$ cat config.mk
export PLATFORM = sky130hd
export DESIGN_NAME = key_debounce
export DESIGN_NICKNAME = d
export VERILOG_FILES = /design/src/rtl/key_debounce_pkg.sv /design/src/rtl/key_debounce_sync_2ff.sv /design/src/rtl/key_debounce.sv
export SDC_FILE = /design/constraint.sdc
export NUM_CORES = 1
export LEC_CHECK = 0
export CORE_MARGIN = 2
export CORE_UTILIZATION = 30
export DETAILED_ROUTE_END_ITERATION = 6
export SLEW_MARGIN = 20
export SYNTH_ARGS = -nofsm -noshare
export SYNTH_HDL_FRONTEND = slang
export SYNTH_HIERARCHICAL = 1
export SYNTH_SLANG_ARGS = --single-unit
$ cat constraint.sdc
create_clock -name clk -period 4.48 [get_ports clk]
set_input_delay 1.344 -clock clk [delete_from_list [all_inputs] [get_ports clk]]
set_output_delay 1.344 -clock clk [all_outputs]
set_load 0.1 [all_outputs]
$ cat src/rtl/key_debounce_pkg.sv
// key_debounce_pkg: shared FSM encoding for the push-button debouncer
package key_debounce_pkg;
  typedef enum logic [1:0] {
    ST_IDLE_LOW  = 2'b00,
    ST_WAIT_HIGH = 2'b01,
    ST_IDLE_HIGH = 2'b10,
    ST_WAIT_LOW  = 2'b11
  } state_t;
endpackage

$ cat src/rtl/key_debounce_sync_2ff.sv
// sync_2ff: two-flop synchronizer for a single asynchronous input bit
module sync_2ff (
  input  logic clk,
  input  logic rst_n,
  input  logic d,
  output logic q
);
  logic [1:0] r_sync;
  // shift the raw input through two flops to settle metastability
  always_ff @(posedge clk or negedge rst_n)
    if (!rst_n) r_sync <= '0;
    else r_sync <= {r_sync[0], d};
  assign q = r_sync[1];
endmodule

$ cat src/rtl/key_debounce.sv
// key_debounce: qualifies a synchronized push-button level over STABLE_CYCLES cycles
module key_debounce
  import key_debounce_pkg::*;
#(
  parameter int STABLE_CYCLES = 400000,
  parameter int CNT_W         = 19
) (
  input  logic clk,
  input  logic rst_n,
  input  logic pb_in,
  output logic pb_debounced,
  output logic busy
);
  localparam logic [CNT_W-1:0] LP_LAST = CNT_W'(STABLE_CYCLES - 1);
  logic             w_s;
  state_t           r_state, w_nxt_state;
  logic [CNT_W-1:0] r_cnt, w_nxt_cnt;
  logic             r_pb, w_nxt_pb;
  logic             r_busy, w_nxt_busy;
  sync_2ff u_sync (
    .clk   (clk),
    .rst_n (rst_n),
    .d     (pb_in),
    .q     (w_s)
  );
  // state, counter and registered outputs
  always_ff @(posedge clk or negedge rst_n)
    if (!rst_n) begin
      r_state <= ST_IDLE_LOW;
      r_cnt   <= '0;
      r_pb    <= 1'b0;
      r_busy  <= 1'b0;
    end else begin
      r_state <= w_nxt_state;
      r_cnt   <= w_nxt_cnt;
      r_pb    <= w_nxt_pb;
      r_busy  <= w_nxt_busy;
    end
  // next-state: a candidate level must persist until the counter hits its last value
  always_comb begin
    w_nxt_state = r_state;
    w_nxt_cnt   = '0;
    w_nxt_pb    = r_pb;
    case (r_state)
      ST_IDLE_LOW:  w_nxt_state = w_s ? ST_WAIT_HIGH : ST_IDLE_LOW;
      ST_WAIT_HIGH:
        if (!w_s) w_nxt_state = ST_IDLE_LOW;
        else if (r_cnt == LP_LAST) begin
          w_nxt_state = ST_IDLE_HIGH;
          w_nxt_pb    = 1'b1;
        end else w_nxt_cnt = r_cnt + CNT_W'(1);
      ST_IDLE_HIGH: w_nxt_state = w_s ? ST_IDLE_HIGH : ST_WAIT_LOW;
      ST_WAIT_LOW:
        if (w_s) w_nxt_state = ST_IDLE_HIGH;
        else if (r_cnt == LP_LAST) begin
          w_nxt_state = ST_IDLE_LOW;
          w_nxt_pb    = 1'b0;
        end else w_nxt_cnt = r_cnt + CNT_W'(1);
      default: begin
        w_nxt_state = ST_IDLE_LOW;
        w_nxt_pb    = 1'b0;
      end
    endcase
    w_nxt_busy = (w_nxt_state == ST_WAIT_HIGH) || (w_nxt_state == ST_WAIT_LOW);
  end
  assign pb_debounced = r_pb;
  assign busy         = r_busy;
endmodule

==> summary.txt, run 1 <==
CTS
  – Sink Count: 24
  – CTS tree: done
  – Clk root buf: clkbuf_8
  – Post-CTS resize count: 0
  – Hold Buf Count CTS: 0
  – Clock Pin Slew Worst Setup and Hold Paths: 0.08 ns
  – CTS Buf Count: 3
  – CTS H-tree depth: 1
  – Post-CTS setup buffers: 0
  – Maximum clock path buffer count: 2
  – Worst skew pair latency: 0.26 ns

Placed design
  – PortBufs: 4
  – Setup WS pre-CTS: 1.57 ns
  – Placer's final routability congestion estimate: 0.783
  – DP HPWL: 1540 um

Setup path
  – Required @ worst endpoint: 3.14 ns
  – Largest stage delay, worst path: 1.16 ns
  – Arr. time, crit path: 1.85 ns
  – Crit path depth: 1
  – WP buf/inv: 1
  – Worst r2r src: r_cnt[8]
  – Crit. End Element: output port
  – Worst Setup SP: busy
  – CP Launch Type: register
  – Crit Path Category: reg2out
  – Max FO, Critical Path: 4
  – Delay-heaviest family, CP: buffers and inverters
  – Critical Path, Cell by Cell: clkdlybuf4s50_1
  – Worst Reg-to-Reg Cells: 4
  – Register-to-register setup slack: 2.36 ns
  – Slowest CP cell: clkdlybuf4s50_1
  – Reg-to-reg critical path endpoint: r_cnt[3]

Logic synthesis
  – Cell with the most instances after synthesis: dfrtp_1
  – Yosys top cell area share: 0.508
  – Synth Flop Type: dfrtp_1
  – Register bit count reported by yosys: 24
  – Cell variety after synth: 33
  – Mapped Area: 0.00118 mm^2
  – Sequential-to-total area share from yosys stat: 0.508
  – Commonest cells in the synthesized netlist: dfrtp_1, nor2_1, xor2_1
  – Yosys top cell by area: dfrtp_1
  – Number of synthesized flops with an enable pin: 0
  – Post-Synthesis Net Count: 114
  – Yosys warns: 6
  – Top post-synthesis cells by area: dfrtp_1, xor2_1, nand4_1, nor2_1, xnor2_1
  – Mean post-synth cell area: 10.7 um^2
  – Post-synth ARST share: 1.00
  – Syn Inst Count: 110

Pwr
  – Switching power: 77.2 uW
  – VDD IR max: 97.8 uV
  – Power share of the clock group: 0.343
  – Leak: 0.000531 uW
  – Logic gate share of total power: 0.043
  – Reg power frac: 0.614
  – Pint: 282 uW
  – Pwr dens: 277 mW/mm^2
  – Sw frac: 0.215

Drt
  – Via density: 5.07
  – TritonRoute pass-1 iters: 4
  – Antenna-violating nets left: 0
  – 1st-iter DRT viols: 61
  – DRC violations left: 0
  – DR vias: 826
  – Avg WL per Cell: 13.5 um
  – WL final: 2200 um

Layout
  – Number of diodes: 0
  – Area growth syn-to-layout: 9.95%
  – Final core area utilization: 0.350
  – Ratio of cells with drive above 1 in the final layout: 0.0957
  – Total Nets Final: 121

Floorplan
  – Die Y-Extent: 66.8 um
  – Die extent in x: 66.8 um
  – Ports: 5
  – Die area: 0.00446 mm^2
  – Cell row count: 22
  – Core Region: 0.00372 mm^2
  – Starting Density: 0.318

Run status
  – Status: finished clean

STA
  – Final Hold Viols: 0
  – Final setup violation count: 0
  – WHS: 0.352 ns
  – Worst-margin pin slew: 0.960 ns
  – RSZ-0062 raised after global routing: no
  – Period utilization: 0.713
  – Setup Skew: 0.00297 ns
  – Min Tclk post-route: 3.19 ns
  – Final Max Tran Viols: 0
  – Setup slack after layout: 1.29 ns
  – Setup TNS: 0 ns
  – Fmax: 313 MHz
  – Worst rel slew slack: 0.358

GRT
  – First-pass GRT wire length: 3970 um
  – Total congestion overflow: 0
  – Initial antenna violation count: 0
  – Vias in the first global route: 854
  – Largest net degree at the start of global routing: 25
  – GRT Util Overall: 0.120

Flow run
  – Max_cap viols: 0

Hold path
  – Min-Delay Path Class: reg2reg
  – Hold path cells: 0
  – Worst min-delay path endpoint: u_sync/r_sync[1]
  – HP Start: u_sync/r_sync[0]
-- state kept, by name, indices dropped and copies added (netlist names) --
signal / count
r_state: 1
r_cnt: 19
busy: 1
u_sync/r_sync: 2
pb_debounced: 1
-- through the flow --
step	area [um^2]	cells	power (uW)
3_3_place_gp	1260	160	241
3_5_place_dp	1260	160	242
6_report	1300	163	360
2_1_floorplan	1180	110	234
5_1_grt	1300	163	376
4_1_cts	1310	163	366
-- logic make-up (layout without fill, tap and decap cells) --
group,after synthesis,count (layout),synth area share
AO/OA/AOI/OAI,9,9,0.0698
multiplexers,1,1,0.00952
AND/OR/NAND/NOR,54,54,0.262
XOR/XNOR,15,15,0.111
adder cells (fa/ha/maj),1,1,0.0106
buffers and inverters,6,11,0.0286
flip-flops,24,24,0.508
-- cell usage in the layout, fill, tap and decap left out, types with 4 or more instances in the layout --
cell type and n:
dfrtp_1 24, inv_1 4, nand2_1 4, nand3_1 5, nand4_1 10, nor2_1 16
xnor2_1 4, xor2_1 11
-- worst register-to-register path, stage by stage (launching register included) --
cell and delay (ns):
dfrtp_1 0.44, nor4_1 0.30, nand4_1 0.31, o311ai_4 0.80, nor2_1 0.12
-- power groups by stage --
stage / clock network (uW) / logic (uW) / registers [uW]
2_1_floorplan: 0 / 5.80 / 228
3_3_place_gp: 0 / 16.2 / 225
6_report: 123 / 15.5 / 221
3_5_place_dp: 0 / 16.6 / 225
5_1_grt: 137 / 18.1 / 221
4_1_cts: 128 / 16.6 / 221
-- how the worst max path moves through the flow --
stage | slack, ns | end
6_report | 1.29 | busy
5_1_grt | 1.25 | busy
4_1_cts | 1.28 | busy
3_5_place_dp | 1.57 | busy
3_3_place_gp | 1.60 | busy
2_1_floorplan | 2.18 | busy
-- per-layer routing --
| layer | share of wire | up-vias | track usage |
|---|---|---|---|
| li1 | - | 408 | - |
| met1 | 0.48 | 401 | 0.155 |
| met2 | 0.47 | 15 | 0.193 |
| met3 | 0.034 | 2 | 0.0203 |
| met4 | 0.012 | 0 | 0.0612 |
| met5 | 0 | - | 0 |
-- final cells by class --
| type | count | area [um^2] |
|---|---|---|
| Clock buffer | 3 | 41.3 |
| Multi-Input combinational cell | 80 | 548 |
| Fill cell | 398 | 2420 |
| Inverter | 4 | 15.0 |
| Sequential cell | 24 | 601 |
| Timing Repair Buffer | 4 | 35.0 |
| Tap cell | 48 | 60.1 |
Power figures use the tool's default switching activity.
==> inputs of run 2 (changes only) <==
==> constraint.sdc (replaced) <==
create_clock -name clk -period 3.1 [get_ports clk]
set_input_delay 0.93 -clock clk [delete_from_list [all_inputs] [get_ports clk]]
set_output_delay 0.93 -clock clk [all_outputs]
set_load 0.1 [all_outputs]
==> run 2 against run 1 <==
Effect of this change:
- sequential power increased by 44%
- worst setup slack got worse by 0.25 ns
- first-iteration DRC count decreased by 16%
- final area increased by 1.6%
- routed wire length decreased by 3.1%
- die area unchanged
- non-clock buffer count increased by 1
- critical path depth increased by 3
- critical path type is now reg2reg
- critical endpoint is now r_cnt[5]
- largest cell class unchanged
- largest power group unchanged
- highest routed layer unchanged
==> summary.txt, run 2 (synthesis gave the netlist of run 1 again) <==
CTS
  – CTS H-tree depth: 1 (unchanged)
  – Worst skew pair latency: 0.26 ns (about the same)
  – CTS Buf Count: 3 (unchanged)
  – Maximum clock path buffer count: 2 (unchanged)
  – Hold Buf Count CTS: 0 (unchanged)
  – Clock Pin Slew Worst Setup and Hold Paths: 0.08 ns (about the same)
  – Post-CTS resize count: 0 (unchanged)
  – Sink Count: 24 (unchanged)
  – Clk root buf: clkbuf_8
  – CTS tree: done
  – Post-CTS setup buffers: 0 (unchanged)

Pwr
  – Leak: 0.000546 uW (+2.8%)
  – VDD IR max: 144 uV (+48%)
  – Pwr dens: 416 mW/mm^2 (+51%)

Setup path
  – Critical Path, Cell by Cell: nor4_1 > nand4_1 > o311ai_4 > nor2_1
  – Arr. time, crit path: 2.18 ns (+0.33 ns)
  – Largest stage delay, worst path: 0.78 ns (-0.38 ns)
  – Max FO, Critical Path: 18 (+14)
  – Required @ worst endpoint: 3.21 ns (+0.07 ns)
  – Slowest CP cell: o311ai_4
  – Crit Path Category: reg2reg
  – Crit. End Element: register
  – CP Launch Type: register

Drt
  – DRC violations left: 0 (unchanged)
  – TritonRoute pass-1 iters: 4 (unchanged)
  – WL final: 2140 um (-3.1%)
  – 1st-iter DRT viols: 51 (-16%)
  – Via density: 5.07 (about the same)
  – DR vias: 836 (+1.2%)
  – Antenna-violating nets left: 0 (unchanged)
  – Avg WL per Cell: 12.9 um (-4.3%)

Placed design
  – PortBufs: 4 (unchanged)
  – DP HPWL: 1500 um (-2.6%)
  – Setup WS pre-CTS: 1.02 ns (-0.544 ns)
  – Dpl cell area: 0.00127 mm^2 (+0.20%)
  – Placer's final routability congestion estimate: 0.759 (-3.2%)

Floorplan
  – Die extent in x: 66.8 um (unchanged)
  – Cell row count: 22 (unchanged)
  – Core Region: 0.00372 mm^2 (unchanged)
  – Die Y-Extent: 66.8 um (unchanged)
  – Die area: 0.00446 mm^2 (unchanged)
  – Ports: 5 (unchanged)
  – Starting Density: 0.318 (unchanged)

STA
  – Final Hold Viols: 0 (unchanged)
  – Setup TNS: 0 ns (unchanged)
  – Worst rel slew slack: 0.481 (+0.123)
  – WHS: 0.352 ns (-0.000109 ns)
  – Final Max Tran Viols: 0 (unchanged)
  – Period utilization: 0.667
  – Setup slack after layout: 1.03 ns (-0.254 ns)
  – Min Tclk post-route: 2.07 ns
  – RSZ-0062 raised after global routing: no
  – Final setup violation count: 0 (unchanged)
  – Worst-margin pin slew: 0.776 ns (-0.184 ns)
  – Setup Skew: 0.00603 ns (+0.00307 ns)
  – Fmax: 484 MHz

Layout
  – Commonest non-fill, non-tap cell in the layout: dfrtp_1
  – Final core area utilization: 0.356 (+0.00572)
  – Total Nets Final: 122 (+0.83%)
  – Final Instance Area: 0.00132 mm^2 (+1.6%)
  – Most flops, register: r_cnt
  – Biggest regs: r_cnt: 19 flops, u_sync/r_sync: 2 flops
  – Ratio of cells with drive above 1 in the final layout: 0.120 (+0.0240)
  – Max FFs per register: 19 (unchanged)
  – Area growth syn-to-layout: 11.7%
  – Most frequent cells in the layout: dfrtp_1, nor2_1, xor2_1
  – Number of diodes: 0 (unchanged)

GRT
  – First-pass GRT wire length: 3800 um (-4.2%)
  – GRT Util Overall: 0.113 (-0.00743)
  – Initial antenna violation count: 0 (unchanged)
  – Largest net degree at the start of global routing: 25 (unchanged)
  – Total congestion overflow: 0 (unchanged)
  – Vias in the first global route: 803 (-6.0%)

Hold path
  – Min-Delay Path Class: reg2reg

Flow run
  – Max_cap viols: 0 (unchanged)

Run status
  – Status: finished clean
-- run 2: changes by cell type in the layout (fill, tap and decap cells not counted), sizes merged --
cell and delta:
buf +2, clkdlybuf4s50 -1, clkbuf +1
-- run 2: power breakdown --
| part | internal (uW) | switching, uW | total (uW) |
|---|---|---|---|
| sequential | 316 | 3.20 | 319 |
| clock | 113 | 94.1 | 207 |
| combinational | 6.59 | 17.3 | 23.9 |
| total | 436 | 115 | 550 |
-- run 2: worst paths after layout --
path | from | end | slack, ns | depth (start not counted)
min in group asynchronous | rst_n | r_cnt[18] | 1.02 | 2
min reg2reg | u_sync/r_sync[0] | u_sync/r_sync[1] | 0.35 | 0
min | u_sync/r_sync[0] | u_sync/r_sync[1] | 0.35 | 0
max reg2reg | r_cnt[8] | r_cnt[5] | 1.03 | 4
max | r_cnt[8] | r_cnt[5] | 1.03 | 4
max in group asynchronous | rst_n | r_cnt[5] | 1.84 | 2
-- run 2: critical path, delay by kind of cell (launching register included) --
| family | cells | cell delay (ns) |
|---|---|---|
| DFF | 1 | 0.45 |
| and+or+nand+nor | 3 | 0.69 |
| AOI/OAI and AO/OA | 1 | 0.78 |
-- run 2: layout make-up --
cell class	count	area [um^2]
flip-flops and latches	24	601
clock buffers	4	55.1
repair buffers	5	42.5
inverters	4	15.0
well taps	48	60.1
fillers	389	2390
multi-input cells	80	548
-- run 2: per-stage QoR --
stage / total power [uW] / instances
after floorplan: 338 / 110
after global placement: 349 / 161
after detailed placement: 350 / 161
after CTS: 559 / 165
after global routing: 574 / 165
final: 550 / 165
-- run 2: routing by layer --
| metal | track usage | part of all wire | wire length [um] |
|---|---|---|---|
| met2 | 0.178 | 0.48 | 1020 |
| met4 | 0.0612 | 0.016 | 34 |
| met3 | 0.0152 | 0.018 | 39 |
| met1 | 0.149 | 0.49 | 1040 |
| met5 | 0 | 0 | 0 |
